## src/rtl/alu_operand_stage.sv

```systemverilog
// ID/EX operand stage: registers one decoded instruction, resolves EX/MEM and MEM/WB
// forwarding, selects PC/immediate operands and stalls on load-use hazards.
module alu_operand_stage #(
   parameter int XLEN = 32
) (
   input  logic            clk,
   input  logic            rst,
   input  logic            in_valid,
   output logic            in_ready,
   input  logic [XLEN-1:0] in_pc,
   input  logic [4:0]      in_rs1_addr,
   input  logic [4:0]      in_rs2_addr,
   input  logic [4:0]      in_rd_addr,
   input  logic [XLEN-1:0] in_rs1_data,
   input  logic [XLEN-1:0] in_rs2_data,
   input  logic            in_rs1_used,
   input  logic            in_rs2_used,
   input  logic [XLEN-1:0] in_imm,
   input  logic            in_use_imm,
   input  logic            in_use_pc,
   input  logic [3:0]      in_alu_op,
   input  logic            in_reg_write,
   input  logic            exm_reg_write,
   input  logic            exm_mem_read,
   input  logic [4:0]      exm_rd,
   input  logic [XLEN-1:0] exm_result,
   input  logic            wb_reg_write,
   input  logic [4:0]      wb_rd,
   input  logic [XLEN-1:0] wb_result,
   input  logic            flush,
   output logic            out_valid,
   input  logic            out_ready,
   output logic [XLEN-1:0] SrcA,
   output logic [XLEN-1:0] SrcB,
   output logic [3:0]      ALUOp,
   output logic [XLEN-1:0] out_store_data,
   output logic [4:0]      out_rd,
   output logic            out_reg_write,
   output logic [XLEN-1:0] out_pc
);

   logic            vld_q, vld_d;
   logic [XLEN-1:0] src_a_q, src_a_d;
   logic [XLEN-1:0] src_b_q, src_b_d;
   logic [XLEN-1:0] store_q, store_d;
   logic [XLEN-1:0] pc_q, pc_d;
   logic [3:0]      alu_op_q, alu_op_d;
   logic [4:0]      rd_q, rd_d;
   logic            reg_write_q, reg_write_d;

   logic [XLEN-1:0] fwd_rs1, fwd_rs2;
   logic            hazard_src;
   logic            capture;

   // A load in EX/MEM has no result yet, so it is never a forwarding source.
   function automatic logic [XLEN-1:0] fwd_sel(
      input logic [4:0]      rs,
      input logic [XLEN-1:0] rf_data,
      input logic            exm_we,
      input logic            exm_ld,
      input logic [4:0]      exm_dst,
      input logic [XLEN-1:0] exm_val,
      input logic            wb_we,
      input logic [4:0]      wb_dst,
      input logic [XLEN-1:0] wb_val
   );
      if (exm_we && !exm_ld && exm_dst == rs && rs != 5'd0)
         return exm_val;
      else if (wb_we && wb_dst == rs && rs != 5'd0)
         return wb_val;
      else
         return rf_data;
   endfunction

   always_comb begin
      fwd_rs1 = fwd_sel(in_rs1_addr, in_rs1_data, exm_reg_write, exm_mem_read, exm_rd,
                        exm_result, wb_reg_write, wb_rd, wb_result);
      fwd_rs2 = fwd_sel(in_rs2_addr, in_rs2_data, exm_reg_write, exm_mem_read, exm_rd,
                        exm_result, wb_reg_write, wb_rd, wb_result);

      // Hazard term without in_valid keeps in_ready free of any in_valid path;
      // capture still requires in_valid, so acceptance behaviour is identical.
      hazard_src = exm_mem_read && (exm_rd != 5'd0) &&
                   ((in_rs1_used && exm_rd == in_rs1_addr) ||
                    (in_rs2_used && exm_rd == in_rs2_addr));

      in_ready = (!vld_q || out_ready) && !hazard_src && !flush;
      capture  = in_valid && in_ready;

      src_a_d     = src_a_q;
      src_b_d     = src_b_q;
      store_d     = store_q;
      pc_d        = pc_q;
      alu_op_d    = alu_op_q;
      rd_d        = rd_q;
      reg_write_d = reg_write_q;
      if (capture) begin
         src_a_d     = in_use_pc  ? in_pc  : fwd_rs1;
         src_b_d     = in_use_imm ? in_imm : fwd_rs2;
         store_d     = fwd_rs2;
         pc_d        = in_pc;
         alu_op_d    = in_alu_op;
         rd_d        = in_rd_addr;
         reg_write_d = in_reg_write;
      end

      if (flush)
         vld_d = 1'b0;
      else if (capture)
         vld_d = 1'b1;
      else if (vld_q && !out_ready)
         vld_d = 1'b1;
      else
         vld_d = 1'b0;
   end

   always_ff @(posedge clk or posedge rst) begin
      if (rst) begin
         vld_q       <= 1'b0;
         src_a_q     <= '0;
         src_b_q     <= '0;
         store_q     <= '0;
         pc_q        <= '0;
         alu_op_q    <= 4'b0000;
         rd_q        <= 5'd0;
         reg_write_q <= 1'b0;
      end else begin
         vld_q       <= vld_d;
         src_a_q     <= src_a_d;
         src_b_q     <= src_b_d;
         store_q     <= store_d;
         pc_q        <= pc_d;
         alu_op_q    <= alu_op_d;
         rd_q        <= rd_d;
         reg_write_q <= reg_write_d;
      end
   end

   assign out_valid      = vld_q;
   assign SrcA           = src_a_q;
   assign SrcB           = src_b_q;
   assign out_store_data = store_q;
   assign out_pc         = pc_q;
   assign ALUOp          = alu_op_q;
   assign out_rd         = rd_q;
   // Bubbles may keep stale data, but must never request a register write.
   assign out_reg_write  = reg_write_q && vld_q;

endmodule

```

## config.mk

```make
export PLATFORM = sky130hd
export DESIGN_NAME = alu_operand_stage
export DESIGN_NICKNAME = d
export VERILOG_FILES = /design/src/rtl/alu_operand_stage.sv
export SDC_FILE = /design/constraint.sdc
export NUM_CORES = 1
export LEC_CHECK = 0
export BUFFER_PORTS_ARGS = -buffer_cell sky130_fd_sc_hd__buf_2
export CORE_AREA = 2 2 146 148
export CTS_CLUSTER_SIZE = 8
export DETAILED_ROUTE_END_ITERATION = 6
export DIE_AREA = 0 0 148 150
export PLACE_DENSITY = 0.69
export SLEW_MARGIN = 10
export SYNTH_ARGS = -nofsm -noshare
export SYNTH_HDL_FRONTEND = slang
export SYNTH_SLANG_ARGS = --single-unit
```

## constraint.sdc

```tcl
create_clock -name clk -period 5.1 [get_ports clk]
set_clock_uncertainty 0.2 [all_clocks]
set_input_delay 1.02 -clock clk [delete_from_list [all_inputs] [get_ports clk]]
set_output_delay 1.02 -clock clk [all_outputs]
set_load 0.05 [all_outputs]
```

== Word level (Yosys, flattened, before mapping) ==
Index checks and enable logic that the tools add are counted.
Storage, ports and cells
  bits in registers: 139
  bits of input ports: 234
  output and inout port bits: 140
  logic and storage cells: 49
Cells by class
  equality and inequality tests: 4
  mux-type cells: 9
  reductions and logical operators: 28
Operators with widths (number)
  $mux W32: 6
  $eq A5 B5 Y1: 4
  $logic_and A1 B1 Y1: 18
  $reduce_bool A5 Y1: 3
  $logic_not A1 Y1: 5
  $mux W1: 3
  $logic_or A1 B1 Y1: 2

== Longest topological paths before layout ==
Gate-level depths: netlist of the first run.
  depth in word-level cells: 10
  gate-level depth with buffers: 10

== Worst setup path before layout of the first run ==
No wires, ideal clock.
  path type: in2out
  from: in exm_rd[0]
  to: out in_ready
  data arrival time: 2.742 ns
  required time: 3.880 ns
  slack: 1.138 ns
  stages on the path: 5
  path buffers: 2
  path through: or4_1 -> o221ai_2 -> buf_2 -> buf_1 -> and3b_1
On the way
  longest elaborated chain between the ends: 7
  elaborated cells on any way between the ends: 11
Ends and longest elaborated chain
  start, declared: line 25  | input logic [4:0] exm_rd,
  $eq A5 B5 Y1, on equally long branches: line 84, 85
  $logic_and A1 B1 Y1, on equally long branches: line 84, 85
  $logic_or A1 B1 Y1: line 84  | ((in_rs1_used && exm_rd == in_rs1_addr) ||
  $logic_and A1 B1 Y1 (*): line 83  | hazard_src = exm_mem_read && (exm_rd != 5'd0) &&
  $logic_not A1 Y1 (*): line 87  | in_ready = (!vld_q || out_ready) && !hazard_src && !flush;
  $logic_and A1 B1 Y1 (*) (2 in a row): line 87
  end, declared: line 9  | output logic in_ready,
Every way passes the cells marked *; elsewhere a longest branch is shown, timed or not.

== Worst setup path after layout of the first run ==
  from: in in_rs2_addr[3]
  to: out in_ready
On the way
  longest elaborated chain between the ends: 7
Ends and longest elaborated chain
  start, declared: line 12  | input logic [4:0] in_rs2_addr,
  $eq A5 B5 Y1: line 85  | (in_rs2_used && exm_rd == in_rs2_addr));
  $logic_and A1 B1 Y1: line 85
  $logic_or A1 B1 Y1: line 84
  $logic_and A1 B1 Y1: line 83
  $logic_not A1 Y1: line 87
  $logic_and A1 B1 Y1 (2 in a row): line 87
No other way between the ends.

==> Flow_metrics.wiki, run 1 <==
{| class="wikitable"
! Metric !! Value
|-
| Arrival time worst endpoint || 2.51 ns
|-
| Slowest stage cell on the critical path || nor4_2
|-
| TNS Setup || 0 ns
|-
| Number of stages on the worst setup path || 7
|-
| Cts hold-fix bufs || 0
|-
| Count of H-tree levels built during CTS || 4
|-
| Leakage power || 4.72 nW
|-
| Highest clock rate || 268 MHz
|-
| CTS Root Buffer Type || clkbuf_16
|-
| Gate count of the mapped netlist || 782
|-
| Overflow after GRT || 0
|-
| Power density over the cells || 402 nW/um2
|-
| Global routing usage on met3 || 5.52%
|-
| Worst-Margin Slew || 0.799 ns
|-
| DR vias || 7699
|-
| Global-route met1 utilization || 29.6%
|-
| Number of nets still failing antenna checks after routing || 0
|-
| Initial core utilization || 36.6%
|-
| Worst hold slack || 0.300 ns
|-
| Number of antenna violations at the first check in global routing || 2
|-
| Share of synthesized area spent on multiplexers || 15.3%
|-
| Crit start category || primary input
|-
| Area of the die || 22200 um2
|-
| Beginning of the critical path || in_rs2_addr[3]
|-
| Routability cong. || 0.908
|-
| Area fraction in compound gates after synthesis || 20.2%
|-
| CTS-repair resized insts || 0
|-
| Most frequent cells in the layout || buf_2 (373), dfrtp_1 (139), nand2_1 (132)
|-
| Maximum number of pins on one net before global-route repair || 115
|-
| Post-synthesis sequential area ratio || 46.0%
|-
| Count of TritonRoute iterations in the first routing pass || 5
|-
| Synth Register Bits || 139
|-
| Worst r2r dst || out_store_data[11]
|-
| Number of rows in the core area || 53
|-
| Number of buffers created by CTS || 17
|-
| Core utilization of the finished layout || 49.2%
|-
| Share of post-route cells with drive strength above 1 || 44.4%
|-
| Dominant combinational cell family by area after synthesis || compound AO/OA/AOI/OAI gates
|-
| Remaining design rule violation count || 0
|-
| Post-detailed-placement half-perimeter wirelength || 19400 um
|-
| Max-capacitance violation count || 0
|-
| Arithmetic-cell share of the synthesized area counting full adders, half adders and majority gates || 0%
|-
| DIE WIDTH || 148 um
|-
| R2R setup slack || 2.30 ns
|-
| Area used by multi-input combinational logic || 3770 um2
|-
| Std-Cell Core Area || 20700 um2
|-
| Headroom to the max-slew limit || 46.7%
|-
| Clk sinks || 139
|-
| Average cell area after synthesis || 9.67 um2
|-
| Top cell by count, worst path || buf_2
|-
| Layer carrying the most global-route usage || met2
|-
| Beginning of the worst hold path || out_pc[15]
|-
| Mapped cell area || 7560 um2
|-
| Category of the critical setup timing path || in2out
|-
| IO Pins || 374
|-
| Netlist cell types || 31
|-
| Number of cells on the worst reg-to-reg path || 5
|-
| CP bufs+invs || 2
|-
| Class of the worst hold path || reg2reg
|-
| Worst IR Drop VDD || 0.000216 V
|-
| Post-CTS clock slew at the launch and capture registers of the worst setup and hold paths || 0.07 ns
|-
| Count of pins over their slew limit || 0
|-
| Capturing instance or port of the critical path || in_ready
|-
| Reg-to-reg startpoint || out_valid
|-
| Fill count || 1999
|-
| Number of endpoints with negative hold slack in the final report || 0
|-
| Clock tree from TritonCTS || yes
|-
| Post-Synth XOR/XNOR Area || 2.32%
|-
| Clock Tree Buf Depth || 2
|-
| Port-buffer cells || 373
|-
| Req. time, crit path || 3.88 ns
|-
| Post-route clock period utilization || 73.2%
|-
| Register area || 3480 um2
|-
| Ratio of routed vias to standard cells || 5.47
|-
| Most common library cell in the layout ignoring fill and taps || buf_2
|-
| Max incr delay on CP || 0.43 ns
|-
| Area growth syn-to-layout || 34.7%
|-
| Delay-heaviest family, CP || simple AND/OR/NAND/NOR gates
|-
| Net count of the finished layout || 1352
|-
| Wire length after detailed routing || 27700 um
|-
| Minimum period implied by the final worst setup slack || 3.73 ns
|-
| Post-CTS setup buffers || 0
|-
| Total routing resource utilization after global routing || 24.2%
|-
| Global-route wire length before repair || 41500 um
|-
| Critical Path Sink Type || primary output
|-
| Unrepaired setup endpoints after global routing || no
|-
| Met2 global-route usage || 41.2%
|-
| Status || completed
|-
| Sum of internal, switching and leakage power || 4.09 mW
|-
| Routed wire per std cell || 19.7 um
|-
| Synthesis Warnings || 0
|-
| Chain of cells forming the critical path || buf_2, xor2_1, nor4_2, and3_1, o221ai_4, and3b_1, buf_2
|-
| Vias in the first global route || 7492
|-
| Insertion delay to the later sink of the worst-skew pair || 0.41 ns
|-
| Overall die height || 150 um
|-
| Number of endpoints failing setup at the final stage || 0
|-
| Post-Synthesis Net Count || 1016
|-
| Simple-gate share of the synthesized area || 11.5%
|-
| Worst-path fanout max || 3
|-
| Number of design-rule violations left by the first detailed-router iteration || 403
|}
==> registers in the layout (all words and copies together), names as in the netlist <==
name and flops:
reg_write_q 1, ALUOp 4, out_pc 32, out_store_data 32
out_rd 5, out_valid 1, SrcB 32, SrcA 32
==> synth_stat cells <==
master    count  area (um2)
dfrtp_1     139        3480
nand2_1     132         495
a21oi_1      97         485
mux2_2       74         833
nor2_1       67         251
a31oi_1      64         400
clkbuf_1     34         128
a211o_1      32         280
a311o_1      32         320
mux2i_1      32         320
buf_2        25         125
xnor2_1      16         140
buf_4         5        37.5
buf_6         5        56.3
or4_1         4        30.0
xor2_1        4        35.0
nand3_1       3        15.0
and2_1        2        12.5
and3b_1       2        17.5
nand2b_1      2        12.5
and3_1        1        6.26
buf_1         1        3.75
inv_1         1        3.75
nand4_1       1        6.26
nor3_1        1        5.00
nor4_2        1        12.5
o211ai_1      1        7.51
o211ai_2      1        12.5
o21ba_2       1        10.0
o221ai_2      1        15.0
or3_1         1        6.26
==> worst register-to-register path: stages, from the launching register on <==
cell	delay [ns]
dfrtp_1	0.40
nand2b_1	0.11
and3b_2	0.67
and2_4	0.37
buf_12	0.46
mux2_2	0.48
==> through the flow <==
step,cells,setup WS (ns),instance area (um2)
final,1407,1.37,10200
after global routing,1407,1.34,10200
after CTS,1405,1.38,10200
after detailed placement,1374,1.19,9600
after global placement,1374,1.23,9600
after floorplan,782,0.155,7560
==> worst min-delay path by stage <==
| stage | slack (ns) | cells after the start | to |
|---|---|---|---|
| global placement | 0.28 | 1 | out_pc[12] |
| detailed placement | 0.29 | 1 | out_pc[13] |
| global route | 0.32 | 1 | out_pc[15] |
| CTS | 0.30 | 1 | out_rd[1] |
| finish | 0.30 | 1 | out_pc[15] |
| floorplan | 0.27 | 1 | reg_write_q |
==> layer usage <==
layer,routed length [um],share of wire (%)
met5,0,0
met4,821,3.0
met3,2220,8.0
met2,13600,49
met1,11000,40
==> layout make-up <==
type,count,area share [%]
inverters,1,0.0860
clock inverters,12,1.36
multi-input cells,572,37.0
flip-flops and latches,139,34.1
clock buffers,19,4.35
repair buffers,387,19.6
diodes,2,0.0491
well taps,275,3.38
==> where the power goes <==
group / internal, mW / switching (mW)
combinational: 0.392 / 1.05
clock: 0.737 / 0.514
sequential: 1.30 / 0.106
total: 2.43 / 1.67
==> logic make-up (layout without fill, tap and decap cells) <==
| family | Yosys count | count (layout) |
|---|---|---|
| mux | 106 | 106 |
| xor+xnor | 20 | 20 |
| other cells | 0 | 2 |
| simple gates | 217 | 217 |
| flops | 139 | 139 |
| buf+inv | 71 | 419 |
| compound gates | 229 | 229 |
Note: power is estimated with default switching activity, not from simulation.
==> inputs of run 2 (changes only) <==
==> constraint.sdc (replaced) <==
create_clock -name clk -period 3.25 [get_ports clk]
set_clock_uncertainty 0.2 [all_clocks]
set_input_delay 0.65 -clock clk [delete_from_list [all_inputs] [get_ports clk]]
set_output_delay 0.65 -clock clk [all_outputs]
set_load 0.05 [all_outputs]
==> Flow_metrics.wiki, run 2 (synthesis gave the netlist of run 1 again) <==
{| class="wikitable"
! Metric !! Value
|-
| Number of antenna violations at the first check in global routing || 0
|-
| Most frequent cells in the layout || buf_2 (373), dfrtp_1 (139), nand2_1 (132)
|-
| Req. time, crit path || 2.40 ns
|-
| Routability cong. || 0.962
|-
| Switching share of power || 39.7%
|-
| Port-buffer cells || 373
|-
| Post-route setup slack || 0.358 ns
|-
| Switching pwr || 2.61 mW
|-
| Number of nets still failing antenna checks after routing || 0
|-
| Net count of the finished layout || 1364
|-
| DR vias || 7784
|-
| Initial core utilization || 36.6%
|-
| Critical Path Sink Type || primary output
|-
| Count of TritonRoute iterations in the first routing pass || 5
|-
| Crit start category || primary input
|-
| Number of endpoints failing setup at the final stage || 0
|-
| Number of rows in the core area || 53
|-
| Vias in the first global route || 7735
|-
| Cts hold-fix bufs || 0
|-
| Worst hold slack || 0.185 ns
|-
| Share of total power in the clock network || 31.7%
|-
| IO Pins || 374
|-
| Max-capacitance violation count || 0
|-
| Overflow after GRT || 0
|-
| Part of the power in registers || 33.4%
|-
| Global-route wire length before repair || 41500 um
|-
| Fill count || 1971
|-
| Most common library cell in the layout ignoring fill and taps || buf_2
|-
| Worst-Margin Slew || 0.829 ns
|-
| Insertion delay to the later sink of the worst-skew pair || 0.41 ns
|-
| Antenna Diode Count || 0
|-
| Setup WS pre-CTS || 0.251 ns
|-
| Maximum number of pins on one net before global-route repair || 65
|-
| Count of pins over their slew limit || 0
|-
| Headroom to the max-slew limit || 44.7%
|-
| Power density over the cells || 628 nW/um2
|-
| Post-detailed-placement half-perimeter wirelength || 19900 um
|-
| Post-CTS clock slew at the launch and capture registers of the worst setup and hold paths || 0.06 ns
|-
| Remaining design rule violation count || 0
|-
| Unrepaired setup endpoints after global routing || no
|-
| Highest clock rate || 346 MHz
|-
| Combinational Power Share || 34.9%
|-
| Internal portion of total power || 3.96 mW
|-
| DIE WIDTH || 148 um
|-
| Total routing resource utilization after global routing || 24.0%
|-
| Post-CTS setup buffers || 0
|-
| Worst IR Drop VDD || 0.000356 V
|-
| Area of the die || 22200 um2
|-
| Worst-path fanout max || 4
|-
| Leakage power || 4.86 nW
|-
| Std-Cell Core Area || 20700 um2
|-
| Post-route clock period utilization || 89.0%
|-
| Clk sinks || 139
|-
| Status || completed
|-
| Wire length after detailed routing || 27500 um
|-
| Clock tree from TritonCTS || yes
|-
| Arrival time worst endpoint || 2.04 ns
|-
| Class of the worst hold path || in2async
|-
| Area growth syn-to-layout || 38.1%
|-
| TNS Setup || 0 ns
|-
| CTS-repair resized insts || 0
|-
| Number of buffers created by CTS || 17
|-
| Number of design-rule violations left by the first detailed-router iteration || 473
|-
| CTS Root Buffer Type || clkbuf_16
|-
| Ratio of routed vias to standard cells || 5.49
|-
| Clock Tree Buf Depth || 2
|-
| Minimum period implied by the final worst setup slack || 2.89 ns
|-
| Share of post-route cells with drive strength above 1 || 45.0%
|-
| Routed wire per std cell || 19.4 um
|-
| Number of endpoints with negative hold slack in the final report || 0
|-
| Category of the critical setup timing path || in2out
|-
| Count of H-tree levels built during CTS || 4
|-
| Overall die height || 150 um
|}
==> run 2: cell types whose count changed in the layout (fill, tap and decap cells not counted) <==
cell        delta
diode_2        -2
inv_6          -2
clkinv_2       +1
clkbuf_8       -1
bufinv_16      +2
clkinv_4       +2
clkinvlp_4     -2
buf_4          +1
buf_12        +11
==> run 2: metal layers <==
metal / part of all wire, % / global-route usage, % / routed length, um
met1: 40 / 29.8 / 10900
met2: 47 / 39.5 / 13000
met3: 9.2 / 6.25 / 2540
met4: 3.6 / 10.7 / 985
met5: 0 / 0 / 0
==> run 2: power groups by stage <==
stage | Clock, mW | Combinational (mW) | Sequential [mW]
after detailed placement | 0 | 2.30 | 2.22
after global routing | 2.20 | 2.40 | 2.23
after global placement | 0 | 2.28 | 2.21
final | 2.08 | 2.29 | 2.19
after CTS | 2.12 | 2.30 | 2.19
after floorplan | 0 | 0.535 | 3.28
==> run 2: metrics by stage <==
stage          total power, mW  cell area (um2)  util, %  std cells
3_3_place_gp              4.49             9830     47.5       1386
3_5_place_dp              4.52             9830     47.5       1386
5_1_grt                   6.83            10400     50.5       1417
6_report                  6.56            10400     50.5       1417
2_1_floorplan             3.82             7570        -        782
4_1_cts                   6.61            10400     50.5       1417
==> run 2: area by class of cell <==
type / count / area, um2 / area share, %
Multi-Input combinational cell: 572 / 3770 / 36.1
Sequential cell: 139 / 3480 / 33.3
Timing Repair Buffer: 399 / 2220 / 21.3
Clock buffer: 18 / 429 / 4.11
Tap cell: 275 / 344 / 3.29
Clock inverter: 13 / 190 / 1.82
Inverter: 1 / 7.51 / 0.0719
==> run 2: critical path: stages <==
cell      delay, ns
buf_2          0.12
xor2_1         0.17
nor4_2         0.33
and3_1         0.25
o221ai_4       0.13
and3b_1        0.18
buf_2          0.20
==> run 2: path summary, 6_finish.rpt <==
check,cells past startpoint,slack (ns),from,to
min reg2reg,1,0.30,out_store_data[31],out_store_data[31]
min in group clk,2,0.21,flush,out_valid
max in group asynchronous,3,1.95,rst,SrcA[22]
min,2,0.18,rst,SrcA[27]
max,7,0.36,in_rs2_addr[3],in_ready
max reg2reg,5,1.18,out_valid,SrcA[25]
